`src/rtl/regfile_bist_pkg.sv`:
```
// Shared types and constants for the register-file BIST controller.
// REGFILE_BIST_INVERT_PASS_EN adds the complemented-pattern states to the state enum.
package regfile_bist_pkg;

  localparam logic [15:0] PATTERN_HI = 16'hA5C3;
  localparam int          NUM_REGS   = 32;
  localparam logic [5:0]  ERR_MAX    = 6'd63;
  localparam logic [4:0]  LAST_IDX   = 5'(NUM_REGS - 1);

  typedef enum logic [2:0] {
    IDLE,
    WRITE,
    READ,
`ifdef REGFILE_BIST_INVERT_PASS_EN
    INV_WRITE,
    INV_READ,
`endif
    DONE
  } state_t;

  function automatic logic [31:0] pattern(input logic [4:0] i, input logic inv);
    logic [31:0] p;
    p = {PATTERN_HI, 11'b0, i};
    return inv ? ~p : p;
  endfunction

  // r0 is hardwired to zero, so it always reads back 0 whatever was written.
  function automatic logic [31:0] expected(input logic [4:0] i, input logic inv);
    return (i == 5'd0) ? 32'd0 : pattern(i, inv);
  endfunction

endpackage

```
`src/rtl/regfile_bist.sv`:
```
// March-style BIST for a 32x32 register file: write pattern, read back and compare.
// Define REGFILE_BIST_INVERT_PASS_EN to add a second pass with the complemented pattern.
module regfile_bist
  import regfile_bist_pkg::*;
(
  input  logic        clock,
  input  logic        reset,
  input  logic        start,
  output logic        test,
  output logic        t_ctrl_writeEnable,
  output logic [4:0]  t_ctrl_writeReg,
  output logic [4:0]  t_ctrl_readRegA,
  output logic [4:0]  t_ctrl_readRegB,
  output logic [31:0] t_data_writeReg,
  input  logic [31:0] t_data_readRegA,
  input  logic [31:0] t_data_readRegB,
  output logic        done,
  output logic        pass,
  output logic [5:0]  err_count,
  output logic [4:0]  first_fail_reg,
  output logic        fail_valid
);

  state_t      state, state_n;
  logic [4:0]  idx, idx_n;
  logic        clear;
  logic        cmp_en;
  logic        inv;
  logic        mismatch;
  logic [31:0] exp_data;

  // NOTE: every signal driven here gets a default first so no path leaves it
  // unassigned; otherwise synthesis infers a latch to hold the old value.
  always_comb begin
    state_n            = state;
    idx_n              = idx;
    clear              = 1'b0;
    cmp_en             = 1'b0;
    inv                = 1'b0;
    test               = 1'b0;
    t_ctrl_writeEnable = 1'b0;
    t_ctrl_writeReg    = '0;
    t_ctrl_readRegA    = '0;
    t_ctrl_readRegB    = '0;
    t_data_writeReg    = '0;

    case (state)
      IDLE, DONE: begin
        if (start) begin
          state_n = WRITE;
          idx_n   = '0;
          clear   = 1'b1;
        end
      end
`ifdef REGFILE_BIST_INVERT_PASS_EN
      WRITE, INV_WRITE: begin
        inv = (state == INV_WRITE);
`else
      WRITE: begin
`endif
        test               = 1'b1;
        t_ctrl_writeEnable = 1'b1;
        t_ctrl_writeReg    = idx;
        t_data_writeReg    = pattern(idx, inv);
        idx_n              = idx + 5'd1;
        if (idx == LAST_IDX) begin
`ifdef REGFILE_BIST_INVERT_PASS_EN
          state_n = inv ? INV_READ : READ;
`else
          state_n = READ;
`endif
        end
      end
`ifdef REGFILE_BIST_INVERT_PASS_EN
      READ, INV_READ: begin
        inv = (state == INV_READ);
`else
      READ: begin
`endif
        test            = 1'b1;
        t_ctrl_readRegA = idx;
        t_ctrl_readRegB = idx;
        cmp_en          = 1'b1;
        idx_n           = idx + 5'd1;
        if (idx == LAST_IDX) begin
`ifdef REGFILE_BIST_INVERT_PASS_EN
          state_n = inv ? DONE : INV_WRITE;
`else
          state_n = DONE;
`endif
        end
      end
      default: begin
        state_n = IDLE;
        idx_n   = '0;
      end
    endcase
  end

  assign exp_data = expected(idx, inv);
  // A register fails once even if both ports disagree.
  assign mismatch = cmp_en &&
                    ((t_data_readRegA != exp_data) || (t_data_readRegB != exp_data));

  // NOTE: state registers use non-blocking assignments so every flop samples
  // pre-edge values, independent of statement order within the block.
  always_ff @(posedge clock) begin
    if (reset) begin
      state          <= IDLE;
      idx            <= '0;
      err_count      <= '0;
      first_fail_reg <= '0;
      fail_valid     <= 1'b0;
    end else begin
      state <= state_n;
      idx   <= idx_n;
      if (clear) begin
        err_count      <= '0;
        first_fail_reg <= '0;
        fail_valid     <= 1'b0;
      end else if (mismatch) begin
        if (err_count != ERR_MAX) err_count <= err_count + 6'd1;
        if (!fail_valid) begin
          first_fail_reg <= idx;
          fail_valid     <= 1'b1;
        end
      end
    end
  end

  assign done = (state == DONE);
  assign pass = done && (err_count == 6'd0);

endmodule

```
`config.mk`:
```
export PLATFORM = sky130hd
export DESIGN_NAME = regfile_bist
export DESIGN_NICKNAME = d
export VERILOG_FILES = /design/src/rtl/regfile_bist_pkg.sv /design/src/rtl/regfile_bist.sv
export SDC_FILE = /design/constraint.sdc
export NUM_CORES = 1
export LEC_CHECK = 0
export CAP_MARGIN = 20
export CORE_ASPECT_RATIO = 0.7
export CORE_MARGIN = 5
export CORE_UTILIZATION = 30
export CTS_CLUSTER_DIAMETER = 150
export DETAILED_ROUTE_END_ITERATION = 10
export PLACE_DENSITY = 0.76
export RECOVER_POWER = 100
export SLEW_MARGIN = 20
export SYNTH_ARGS = -nofsm -noshare
export SYNTH_HDL_FRONTEND = slang
export SYNTH_SLANG_ARGS = --single-unit
```
`constraint.sdc`:
```
create_clock -name clock -period 2.3 [get_ports clock]
set_input_delay 0.23 -clock clock [delete_from_list [all_inputs] [get_ports clock]]
set_output_delay 0.23 -clock clock [all_outputs]
set_load 0.02 [all_outputs]
```
==> impl_metrics.ini, run 1 <==
[status]
outcome = completed

[critical_path]
reg2reg_from = idx[0]
crit_required_ps = 2490
critPathCapture = err_count[4]
r2r_setup_slack_ps = 0.5
worstReg2RegEnd = err_count[4]
startpoint = idx[0]
critical_path_class = flip-flop to flip-flop
slowest_stage = or4b_4
crit_arrival_ps = 2490
reg2reg_depth = 9
endpoint_kind = flip-flop
cp_max_fo = 7
crit_chain = inv_2 -> ha_4 -> or4b_4 -> a211oi_4 -> o22ai_4 -> o31a_2 -> buf_6 -> and4b_1 -> nor3_2
startpoint_type = flip-flop
slowest_delay_ps = 520

[logic_synthesis]
synthesis.area_um2 = 1620
async_reset_ff_frac = 0
avgSynthCellArea_um2 = 7.96
ys_warn_count = 0
synth.distinct_cells = 45
synth-seq-area-share = 0.234
synth_area_leader_cell = dfxtp_1
synth_edf_count = 0
ys_ff_latch = 19
synth_flop_cell = dfxtp_1
synthTopCellsByArea = dfxtp_1, buf_4, ha_1, nor4_1, nand2_1
synth.top_cell.area_share = 0.234
synthCells = 204

[floorplan]
fp.dieArea_um2 = 7010
start_util = 0.309
ioPinCount = 130
die_w_um = 97.9
rows = 22
die_height_um = 71.6
coreArea_um2 = 5260

[timing]
slew_viol_final = 0
tightestPinTransition_ps = 681
period_needed_ps = 2300
tns_ps = 0
fmax_mhz = 435
setup_viol = 0
holdWs_ps = 456
fin_skew_ps = 2.83
rsz0062_at_grt = yes
hold_viol_final = 0
relSlewSlack = 0.546
post-route-period-util = 1.00

[cts]
cts-root-buf = clkbuf_8
worstSkewPairLatency_ps = 260
post_cts_buffers = 0
clkSlewWorstSetupHoldPaths_ps = 70
h-tree-depth = 1
clockBufferDepth = 2
clkSinkCount = 19
cts_buffers = 3
cts_tree = done

[routing]
wl_mm = 5.21
drc = 0
wl_per_cell_um = 14.0
antenna_left = 0
drt-initial-drc-count = 19
via_count = 1741
viasPerCell = 4.68
drt_pass1_iterations = 4

[cells_and_area]
final_nets = 377
final_common_cell = clkdlybuf4s50_1
drive_gt1_frac = 0.123
largest_reg_flops = 6
utilization = 0.524
diodes = 0
fill_cells = 504
area_growth_pct = 69.6
mostFrequentLayoutCells = clkdlybuf4s50_1, dlygate4sd3_1, conb_1

[place]
gp_congestion = 0.809
dpl.hpwl_mm = 4.36
port_buffers = 110

[hold_path]
min_from = first_fail_reg[1]
hold_path_class = flip-flop to flip-flop

[global_routing]
grt_max_degree = 16
use_met1 = 0.186
grt-ovfl-total = 0
grt_busiest_layer = met2
grt_usage = 0.143
grt_util_met3 = 0.0496
use_met2 = 0.233
grt_pass1_vias = 1707
grt_pass1_wl_mm = 8.36
antenna_found_initial = 0

[power]
fin_total_pwr_uw = 1670
vdd_drop_max_v = 0.000230
cellLeakagePower_uw = 0.00113
powerDensity_nw_per_um2 = 605

[flow_run]
maxCapViolCount = 0
[kinds of logic (layout without fill, tap and decap cells)]
group	count (synthesis)	after routing	synth area share
muxes	6	6	0.0370
buffers and inverters	52	130	0.222
AOI/OAI and AO/OA	26	26	0.107
and+or+nand+nor	88	88	0.312
xor gates and xnor gates	3	3	0.0162
DFF	19	19	0.234
adders and majority gates	9	9	0.0693
other	1	19	0.00231
[repair_timing]
action / CTS / global route
hold buffers: 0 / 0
pin swaps: 2 / 7
resized for setup: 4 / 19
setup endpoints to repair: 1 / 20
[metal layers]
metal | up-vias | share of wire
li1 | 864 | -
met1 | 806 | 0.45
met2 | 67 | 0.46
met3 | 4 | 0.086
met4 | 0 | 0.0046
met5 | - | 0
[power breakdown]
part / switching, uW / total [uW] / internal [uW] / leakage, uW
Sequential: 32.3 / 398 / 365 / 0.000154
Combinational: 582 / 1030 / 452 / 0.000950
Clock: 111 / 234 / 123 / 0.0000228
[area by class of cell]
| type | instances | area (um^2) | share of cell area |
|---|---|---|---|
| timing repair buffer | 118 | 1160 | 0.421 |
| inverter | 8 | 30.0 | 0.0109 |
| tap | 72 | 90.1 | 0.0327 |
| multi-input combinational | 151 | 1050 | 0.380 |
| sequential | 19 | 382 | 0.139 |
| clock buffer | 4 | 45.0 | 0.0163 |
[worst min-delay path by stage]
stage / cells after the start / slack [ps] / endpoint
6_report: 2 / 460 / first_fail_reg[1]
3_3_place_gp: 2 / 450 / first_fail_reg[3]
3_5_place_dp: 2 / 450 / first_fail_reg[1]
2_1_floorplan: 2 / 410 / idx[1]
4_1_cts: 2 / 460 / first_fail_reg[1]
5_1_grt: 2 / 490 / first_fail_reg[0]
[synth_stat cells, drive strengths merged, types with 3 or more instances]
master / n
ha: 9
o31ai: 3
and3: 7
nor2: 10
nor4: 15
nand4: 6
nand3: 5
buf: 40
dfxtp: 19
clkbuf: 4
nor3: 4
mux2i: 6
nand2: 17
inv: 8
and4: 3
a21oi: 12
and2: 10
[metrics by stage]
stage	setup slack, ps	instances	instance area, um^2
3_5_place_dp	-221	370	2640
4_1_cts	3.09	374	2710
6_report	0.544	372	2760
2_1_floorplan	22.7	222	1690
5_1_grt	-65.6	372	2760
3_3_place_gp	-202	370	2640
[worst max-delay path: cells and delay by family, from the launching register on]
family                     cells  cell delay (ps)
and+or+nand+nor                3              790
adders and majority gates      1              120
DFF                            1              320
AOI/OAI and AO/OA              3              790
buffers and inverters          2              220
(Power assumes the default switching activity.)
==> run 2: changes to the inputs <==
--- a/config.mk
+++ b/config.mk
@@ -8,10 +8,11 @@
 export CAP_MARGIN = 20
 export CORE_ASPECT_RATIO = 0.7
 export CORE_MARGIN = 5
-export CORE_UTILIZATION = 30
+export CORE_UTILIZATION = 53
 export CTS_CLUSTER_DIAMETER = 150
 export DETAILED_ROUTE_END_ITERATION = 10
-export PLACE_DENSITY = 0.76
+export DONT_BUFFER_PORTS = 1
+export PLACE_DENSITY = 0.68
 export RECOVER_POWER = 100
 export SLEW_MARGIN = 20
 export SYNTH_ARGS = -nofsm -noshare
==> run 2 against run 1 <==
Effect of this change:
- non-clock buffer count down 109
- final cell count fell by 39%
- clock power is essentially flat
==> impl_metrics.ini, run 2 (synthesis gave the netlist of run 1 again) <==
[critical_path]
slowest_stage = or4b_4
crit_required_ps = 2490
critical_path_class = flip-flop to flip-flop
startpoint_type = flip-flop
crit_arrival_ps = 2440
endpoint_kind = flip-flop
crit_buf_inv = 1
cp_max_fo = 5
slowest_delay_ps = 530
startpoint = idx[0]
reg2reg_from = idx[0]
crit_chain = inv_2 -> ha_1 -> or4b_4 -> and4_4 -> o22ai_4 -> o31ai_4 -> or4_4 -> a21oi_2
critical-path-top-delay-family = simple AND/OR/NAND/NOR gates

[power]
vdd_drop_max_v = 0.000391
cellLeakagePower_uw = 0.000631
powerDensity_nw_per_um2 = 860

[timing]
hold_viol_final = 0
fin_skew_ps = 1.22
rsz0062_at_grt = yes
setup_ws_ps = 51.9
slew_viol_final = 0
fmax_mhz = 445
tightestPinTransition_ps = 690
post-route-period-util = 0.977
setup_viol = 0
relSlewSlack = 0.540
period_needed_ps = 2250

[global_routing]
antenna_found_initial = 0
grt_busiest_layer = met2
grt_util_met3 = 0.0751
grt-ovfl-total = 0
grt_pass1_wl_mm = 6.71
grt_max_degree = 11
use_met2 = 0.318
grt_pass1_vias = 1470
use_met1 = 0.227
grt_usage = 0.186

[routing]
drt-initial-drc-count = 67
drc = 0
wl_per_cell_um = 18.8
antenna_left = 0
via_count = 1411
viasPerCell = 6.22
drt_pass1_iterations = 4
wl_mm = 4.27

[cts]
worstSkewPairLatency_ps = 250
cts_tree = done
post_cts_buffers = 0
postCtsHoldBufs = 0
cts_buffers = 3
h-tree-depth = 1
cts-root-buf = clkbuf_8
clkSinkCount = 19
clkSlewWorstSetupHoldPaths_ps = 70
clockBufferDepth = 2

[floorplan]
rows = 16
coreArea_um2 = 2860
die_height_um = 56.3
start_util = 0.567
ioPinCount = 130
fp.dieArea_um2 = 4290
die_w_um = 76.2

[cells_and_area]
drive_gt1_frac = 0.204
fin_cells = 227
largest_reg_flops = 6
final_nets = 268
final_common_cell = conb_1
diodes = 0
area_growth_pct = 0.000123
mostFrequentLayoutCells = conb_1, nand2_1, dfxtp_1

[place]
gp_congestion = 0.873
port_buffers = 0
dpl.hpwl_mm = 3.42
dp_cells = 223
pre_cts_slack_ps = -18.0

[hold_path]
hold_path_class = primary input to flip-flop
min_from = reset

[status]
outcome = completed

[flow_run]
maxCapViolCount = 0
==> run 2: changes by cell type in the layout (fill, tap and decap cells not counted), moves of 2 or more <==
cell / change
and2_1: +2
nor4_2: -2
dlygate4sd3_1: -33
and2_0: -2
clkdlybuf4s50_1: -77
nor4_1: +2
==> run 2: per-stage QoR <==
| step | setup TNS, ps | total power (uW) | util | hold WS (ps) | instance area [um^2] |
|---|---|---|---|---|---|
| after floorplan | 0 | 1070 | - | 408 | 1690 |
| after global placement | 0 | 1060 | 0.516 | 303 | 1480 |
| after detailed placement | -19.7 | 1080 | 0.516 | 303 | 1480 |
| after CTS | 0 | 1330 | 0.532 | 28.5 | 1520 |
| after global routing | -77.5 | 1490 | 0.567 | 14.1 | 1620 |
| final | 0 | 1400 | 0.567 | 30.7 | 1620 |
==> run 2: layout make-up <==
class	instances	area (um^2)
fill	273	1240
multi-input combinational	151	1050
sequential	19	383
timing repair buffer	9	75.1
clock buffer	4	45.0
tap	36	45.0
inverter	8	30.0
==> run 2: metal layers <==
layer / vias up / part of all wire
li1: 640 / -
met1: 691 / 0.40
met3: 2 / 0.099
met5: - / 0
met4: 0 / 0.0021
met2: 78 / 0.50
==> run 2: path summary, 6_finish.rpt <==
path	end	slack [ps]	cells past startpoint
setup / recovery	err_count[3]	50	8
hold / removal	idx[1]	30	1
setup reg to reg	err_count[3]	50	8
hold reg to reg	state[1]	500	2
==> run 2: report_power, final <==
part,leakage [uW],internal [uW],switching (uW)
Sequential,0.000155,367,49.4
Combinational,0.000454,229,516
Clock,0.0000228,123,111
==> run 2: worst reg2reg max path: stages, from the launching register on <==
cell     delay (ps)
dfxtp_2         330
inv_2            40
ha_1            120
or4b_4          530
and4_4          210
o22ai_4         190
o31ai_4         100
or4_4           530
a21oi_2         130
==> run 2: what timing repair did <==
action | 4_1_cts | 5_1_grt
gates resized for setup | 1 | 23
cloned | 0 | 0
endpoints found under the setup margin | 5 | 10
pin swaps | 0 | 8
==> run 3: changes to the inputs <==
--- a/config.mk
+++ b/config.mk
@@ -14,6 +14,8 @@
 export DONT_BUFFER_PORTS = 1
 export PLACE_DENSITY = 0.68
 export RECOVER_POWER = 100
+export REMOVE_ABC_BUFFERS = 1
+export SETUP_SLACK_MARGIN = 0.05
 export SLEW_MARGIN = 20
 export SYNTH_ARGS = -nofsm -noshare
 export SYNTH_HDL_FRONTEND = slang
==> run 3 against run 2 <==
Effect of this change:
- sequential cell count did not move
- final area fell by 5.0%
- setup slack improved by 62 ps
- critical path depth rose by 1
- combinational power fell by 12%
- fmax rose by 2.9%
- critical endpoint is now err_count[4]
==> impl_metrics.ini, run 3 (synthesis gave the netlist of run 1 again) <==
[status]
outcome = completed

[critical_path]
endpoint_kind = flip-flop
crit_arrival_ps = 2360
cp_max_fo = 7
startpoint_type = flip-flop
crit_required_ps = 2480
critical_path_class = flip-flop to flip-flop

[timing]
hold_viol_final = 0
rsz0062_at_grt = no
slew_viol_final = 0
setup_viol = 0
fin_skew_ps = 2.06
relSlewSlack = 0.537
tns_ps = 0
setup_ws_ps = 114
post-route-period-util = 0.950
period_needed_ps = 2190
fmax_mhz = 458
tightestPinTransition_ps = 694

[power]
fin_total_pwr_uw = 1290
p_clk_frac = 0.178
swShare = 0.488
seq_power_share = 0.316
combPwrFrac = 0.506
cellLeakagePower_uw = 0.000612
powerDensity_nw_per_um2 = 837
vdd_drop_max_v = 0.000983
p_int_uw = 661
switching_power_uw = 631

[routing]
viasPerCell = 6.28
via_count = 1439
drc = 0
wl_per_cell_um = 19.6
drt-initial-drc-count = 107
antenna_left = 0
wl_mm = 4.49
drt_pass1_iterations = 4

[cells_and_area]
drive_gt1_frac = 0.150
fill_cells = 272
finalInstanceArea_um2 = 1540
diodes = 0
largest_reg_flops = 6
utilization = 0.539
final_nets = 270
area_growth_pct = -5.01
final_common_cell = conb_1
mostFrequentLayoutCells = conb_1, nand2_1, dfxtp_1

[global_routing]
grt_util_met3 = 0.0735
use_met1 = 0.287
grt_usage = 0.197
grt-ovfl-total = 0
grt_pass1_wl_mm = 6.83
antenna_found_initial = 0
grt_busiest_layer = met1
use_met2 = 0.274
grt_pass1_vias = 1247
grt_max_degree = 11

[place]
gp_congestion = 0.843
dpl-instance-area_um2 = 1490
port_buffers = 0
pre_cts_slack_ps = 2.44
dpl.hpwl_mm = 3.73

[cts]
post_cts_buffers = 0
clockBufferDepth = 2
clkSinkCount = 19
cts_buffers = 3
worstSkewPairLatency_ps = 250
clkSlewWorstSetupHoldPaths_ps = 70
cts_tree = done
cts-root-buf = clkbuf_8
h-tree-depth = 1

[floorplan]
ioPinCount = 130
rows = 16
start_util = 0.567
fp.dieArea_um2 = 4290
die_w_um = 76.2
coreArea_um2 = 2860
die_height_um = 56.3

[flow_run]
maxCapViolCount = 0

[hold_path]
hold_path_class = primary input to flip-flop
-- run 3: final cells by class --
cell class                 instances  area [um^2]  share of cell area
timing repair buffer              11         72.6              0.0470
sequential                        19          384               0.249
clock buffer                       4         45.0              0.0292
inverter                           8         30.0              0.0195
tap                               36         45.0              0.0292
multi-input combinational        151          966               0.626
-- run 3: timing repair --
item	CTS	global route
hold buffers	0	0
pin swaps	0	3
endpoints found under the setup margin	7	9
cloned	0	0
gates resized for setup	2	9
-- run 3: critical path, stage by stage, from the launching register on --
cell	delay, ps
dfxtp_1	320
inv_2	50
ha_1	110
or4b_4	500
a211oi_2	270
o22ai_2	110
o31a_2	320
buf_6	140
and4b_1	170
nor3_1	120
-- run 3: path summary, 6_finish.rpt --
path | from | end | slack, ps | cells after the start
hold reg to reg | state[1] | state[1] | 490 | 2
setup / recovery | idx[1] | err_count[4] | 110 | 9
setup reg to reg | idx[1] | err_count[4] | 110 | 9
hold / removal | reset | idx[4] | 30 | 1
-- run 3: power groups by stage --
| stage | clock [uW] | sequential (uW) | combinational [uW] |
|---|---|---|---|
| floorplan | 0 | 420 | 498 |
| global placement | 0 | 415 | 625 |
| detailed placement | 0 | 417 | 644 |
| CTS | 239 | 409 | 653 |
| global route | 267 | 416 | 704 |
| finish | 230 | 408 | 654 |
-- run 3: per-layer routing --
layer	up-vias	routed length, um
met5	-	0
li1	649	-
met2	86	1960
met4	0	23
met3	6	413
met1	698	2090
-- run 3: per-stage QoR --
stage          hold WS, ps  std cells
3_5_place_dp           303        225
2_1_floorplan          299        178
3_3_place_gp           302        225
5_1_grt               19.8        229
6_report              31.8        229
4_1_cts               28.5        229
==> RTL edit 1 (flow settings as in run 2) <==
Encoding of `state_t`: now one-hot (4 bits for 4 states).
--- a/src/rtl/regfile_bist_pkg.sv
+++ b/src/rtl/regfile_bist_pkg.sv
@@ -8,13 +8,13 @@
   localparam logic [4:0]  LAST_IDX   = 5'(NUM_REGS - 1);
 
-  typedef enum logic [2:0] {
-    IDLE,
-    WRITE,
-    READ,
+  typedef enum logic [3:0] {
+    IDLE  = 4'b0001,
+    WRITE = 4'b0010,
+    READ  = 4'b0100,
 `ifdef REGFILE_BIST_INVERT_PASS_EN
     INV_WRITE,
     INV_READ,
 `endif
-    DONE
+    DONE  = 4'b1000
   } state_t;
 
Check against the original RTL: no difference found for any inputs over 10 cycles, from zero or initial values and one cycle with reset high; not proved beyond that.
==> RTL edit 1 against run 2 <==
The flow now finishes with violations (setup timing); area after synthesis rose by 7.0%; count of clock-buffer cells in the layout unchanged; routed wire length grew 17%; design area up 23%; clock skew grew 9.4 ps; sequential cell count up 2; worst setup slack lost 87 ps; critical endpoint is now fail_valid.
Power is not compared: it rests on default switching activity, and its combinational part moved more than twofold at a synthesized area within 25%.
==> RTL edit 1: results (changes against run 2) <==
=======================================================================================
Final clock skew                                                                10.6 ps   +9.36 ps
Fraction of layout instances using a drive strength above 1                       26.6%   +6.2 points
Met3 Resource Use GR                                                              5.59%   -1.9 points
Result of the run                                                          finished, violations left
Slew at the pin closest to its max-slew limit                                    817 ps   +127 ps
Hpwl dp                                                                         3.77 mm   +10%
Post-layout worst setup margin                                                 -35.4 ps   -87.3 ps
WL final                                                                        5.00 mm   +17%
Peak fanout along the critical path                                                   6   +1
Placed cell area                                                           0.00174 sq mm   +18%
Fraction of the yosys area taken by sequential cells                              24.2%   +0.77 points
Met1 Track Usage GR                                                               25.4%   +2.7 points
Global routing usage summed across all routing layers                             21.6%   +3.0 points
Setup-violating endpoint count in the final report                                    2   +2
Wl on met1                                                                      1.98 mm   +15%
Setup repair bufs after CTS                                                          10   +10
Maximum number of pins on one net before global-route repair                         13   +2
Number of cells upsized or downsized after cts                                       17   +16
Setup slack after placement                                                    -88.3 ps   -70.3 ps
Via count of the first global-routing pass                                         1555   +5.8%
Arr. time, crit path                                                            2500 ps   +60 ps
Violations in the final reports                                            setup timing
End of the worst register-to-register path                                   fail_valid
Layout Nets                                                                         302   +13%
Commonest cells in the synthesized netlist                                 buf_4 (37), dfxtp_1 (21), nor2_1 (17)
First-pass GRT wire length                                                      7.78 mm   +16%
Final worst hold slack                                                          16.2 ps   -14.5 ps
Via/cell ratio                                                                     6.09   -2.0%
Routed length per instance                                                 18.7 microns   -0.39%
Number of cell instances on the worst register-to-register path                      11   +3
# fillers                                                                           277   +1.5%
Avg Cell Area, Syn                                                           8.01 sq um   +0.60%
Clock latency at the later pin of the worst-skew pair                            270 ps   +20 ps
Endpoint of the worst hold-timing path                                         state[3]
Number of violations reported at the end of detailed-routing iteration 0             57   -15%
Leading cell types by total area after synthesis                           dfxtp_1 (24%), buf_4 (16%), nor4_1 (5.0%), nor2_1 (3.7%), ha_1 (3.6%)
CP peak stage delay                                                              470 ps   -60 ps
=======================================================================================
-- RTL edit 1: changes by cell type after synthesis, moves of 4 or more --
cell / change
a21oi_1: -4
ha_1: -4
nand2_1: -7
nor2_1: +7
nor4b_1: +4
o211ai_1: +5
o21ai_0: +5
-- RTL edit 1: through the flow --
stage	utilization (%)	setup TNS, ps
final	63.5	-40.4
after global routing	63.5	-1140
after CTS	61.2	-26.5
after detailed placement	55.1	-113
after global placement	55.1	0
after floorplan	-	0
-- RTL edit 1: kinds of logic (layout without fill, tap and decap cells) --
logic type | count (synthesis) | after routing | synth area share [%]
simple gates | 91 | 91 | 31.2
buf+inv | 52 | 46 | 21.9
compound gates | 40 | 40 | 15.2
flops | 21 | 21 | 24.2
fa+ha+maj | 5 | 5 | 3.60
xor+xnor | 4 | 4 | 2.02
mux | 3 | 3 | 1.73
other cells | 1 | 19 | 0.216
-- RTL edit 1: worst max path at each step --
stage	start	to	slack (ps)	cells past startpoint
6_report	idx[0]	fail_valid	-40	11
5_1_grt	idx[1]	fail_valid	-120	11
4_1_cts	idx[1]	err_count[5]	-20	9
3_5_place_dp	idx[0]	err_count[4]	-90	9
3_3_place_gp	idx[0]	err_count[4]	6	9
2_1_floorplan	idx[0]	err_count[4]	50	8
-- RTL edit 1: report_power, final --
part	switching, mW	leakage [nW]	internal (mW)	total, mW
clock network	0.129	0.0228	0.124	0.253
logic	0.0803	0.551	0.0496	0.130
registers	0.00833	0.170	0.368	0.376
-- RTL edit 1: area by class of cell --
| cell class | instances | area (sq um) | area share [%] |
|---|---|---|---|
| sequential | 21 | 422 | 21.1 |
| inverter | 6 | 22.5 | 1.13 |
| timing repair buffer | 36 | 342 | 17.1 |
| multi-input combinational | 162 | 1120 | 56.1 |
| clock buffer | 4 | 45.0 | 2.25 |
| tap | 38 | 47.5 | 2.38 |
==> RTL edit 2 (settings of run 2) <==
Made on the original files. The option `REGFILE_BIST_INVERT_PASS_EN` is turned on by a define.
--- a/src/rtl/regfile_bist_pkg.sv
+++ b/src/rtl/regfile_bist_pkg.sv
@@ -1,4 +1,6 @@
 // Shared types and constants for the register-file BIST controller.
 // REGFILE_BIST_INVERT_PASS_EN adds the complemented-pattern states to the state enum.
+`define REGFILE_BIST_INVERT_PASS_EN
+
 package regfile_bist_pkg;
 
Check against the original RTL: same outputs for any inputs over 10 cycles, from zero or initial values and one cycle with reset high; that may be too few to reach the edited logic, so the function may still have changed.
==> RTL edit 2 against run 2 <==
The run now ends with setup timing left; total power is 44% lower; sequential cell count increased by 1; area after synthesis grew 32%; global-route usage increased by 2.4 points; design area rose by 46%; fmax down 14%; worst setup slack lost 380 ps; routed wire length is 36% higher.
==> RTL edit 2: results (changes against run 2) <==
=======================================================================================
Endpoint of the worst hold-timing path                                         state[2]
Final worst hold slack                                                          38.4 ps   +7.69 ps
Met1 Track Usage GR                                                               29.0%   +6.3 points
WL final                                                                        5.80 mm   +36%
Gpl congestion                                                                    0.896   +2.7%
Leading cell types by total area after synthesis                           dfxtp_1 (19%), buf_4 (11%), xnor2_1 (5.3%), nor2_1 (5.1%), nor4_1 (4.9%)
Met2 Resource Use GR                                                              32.8%   +0.96 points
Number of violations reported at the end of detailed-routing iteration 0            136   +100%
Final clock skew                                                                1.97 ps   +0.742 ps
Max FFs per register                                                                  6   unchanged
Routed length per instance                                                 16.8 microns   -11%
Critical-path top delay cell                                                      or4_1
Leak                                                                           0.856 nW   +36%
Layout Nets                                                                         367   +37%
Avg Cell Area, Syn                                                           7.60 sq um   -4.5%
Global routing usage summed across all routing layers                             21.0%   +2.4 points
Via count of the first global-routing pass                                         2028   +38%
Result of the run                                                          finished, violations left
Met3 Resource Use GR                                                              6.90%   -0.61 points
Peak fanout along the critical path                                                   9   +4
Number of cell instances on the worst register-to-register path                      10   +2
First-pass GRT wire length                                                      9.44 mm   +41%
Violations in the final reports                                            setup timing
Maximum number of pins on one net before global-route repair                         19   +8
Commonest cells in the synthesized netlist                                 buf_4 (31), nor2_1 (29), dfxtp_1 (20)
Placed cell area                                                           0.00234 sq mm   +59%
Peak supply drop                                                               0.287 mV   -27%
Hpwl dp                                                                         4.74 mm   +39%
End of the worst register-to-register path                                 first_fail_reg[2]
Slew at the pin closest to its max-slew limit                                    773 ps   +82.1 ps
Fraction of layout instances using a drive strength above 1                       25.3%   +4.8 points
Count of unique library cells instantiated by Yosys                                  58   +29%
Setup-violating endpoint count in the final report                                   12   +12
Post-layout worst setup margin                                                  -328 ps   -380 ps
=======================================================================================
RTL edit 2: kinds of logic after synthesis:
family,Yosys count,synth area share [%]
AOI/OAI and AO/OA,66,21.5
adders and majority gates,5,2.91
buffers and inverters,56,17.5
and+or+nand+nor,117,31.6
muxes,3,1.40
DFF,20,18.6
xor gates and xnor gates,16,6.52
RTL edit 2: report_power, final:
part / switching [mW] / internal [mW] / total [mW]
clock: 0.111 / 0.117 / 0.227
sequential: 0.00468 / 0.351 / 0.355
combinational: 0.117 / 0.0817 / 0.198
RTL edit 2: routing by layer:
metal  share of wire, %  wire, microns
met3                9.5            551
met1                 45           2640
met2                 45           2580
met5                  0              0
met4               0.48             28
RTL edit 2: worst max path at each step:
stage                        start  slack, ps  depth (start not counted)                end
final                       idx[0]       -330                         10  first_fail_reg[2]
after global routing        idx[0]       -380                         10  first_fail_reg[4]
after CTS                   idx[0]       -300                         10       err_count[4]
after detailed placement    idx[0]       -330                         10       err_count[4]
after global placement    state[0]       -290                          9       err_count[4]
after floorplan             idx[0]       -390                         13         fail_valid
RTL edit 2: cell type report:
cell class	instances	area (sq um)
flip-flops and latches	20	402
fillers	379	1550
multi-input cells	207	1420
well taps	52	65.1
repair buffers	50	380
clock buffers	3	41.3
inverters	13	63.8
RTL edit 2: what timing repair did:
action | in CTS | in global routing
hold buffers | 0 | 0
setup endpoints to repair | 12 | 12
setup buffers | 0 | 0
resized for setup | 3 | 3
hold endpoints to repair | 0 | 0
cloned | 0 | 1
pin swaps | 1 | 0
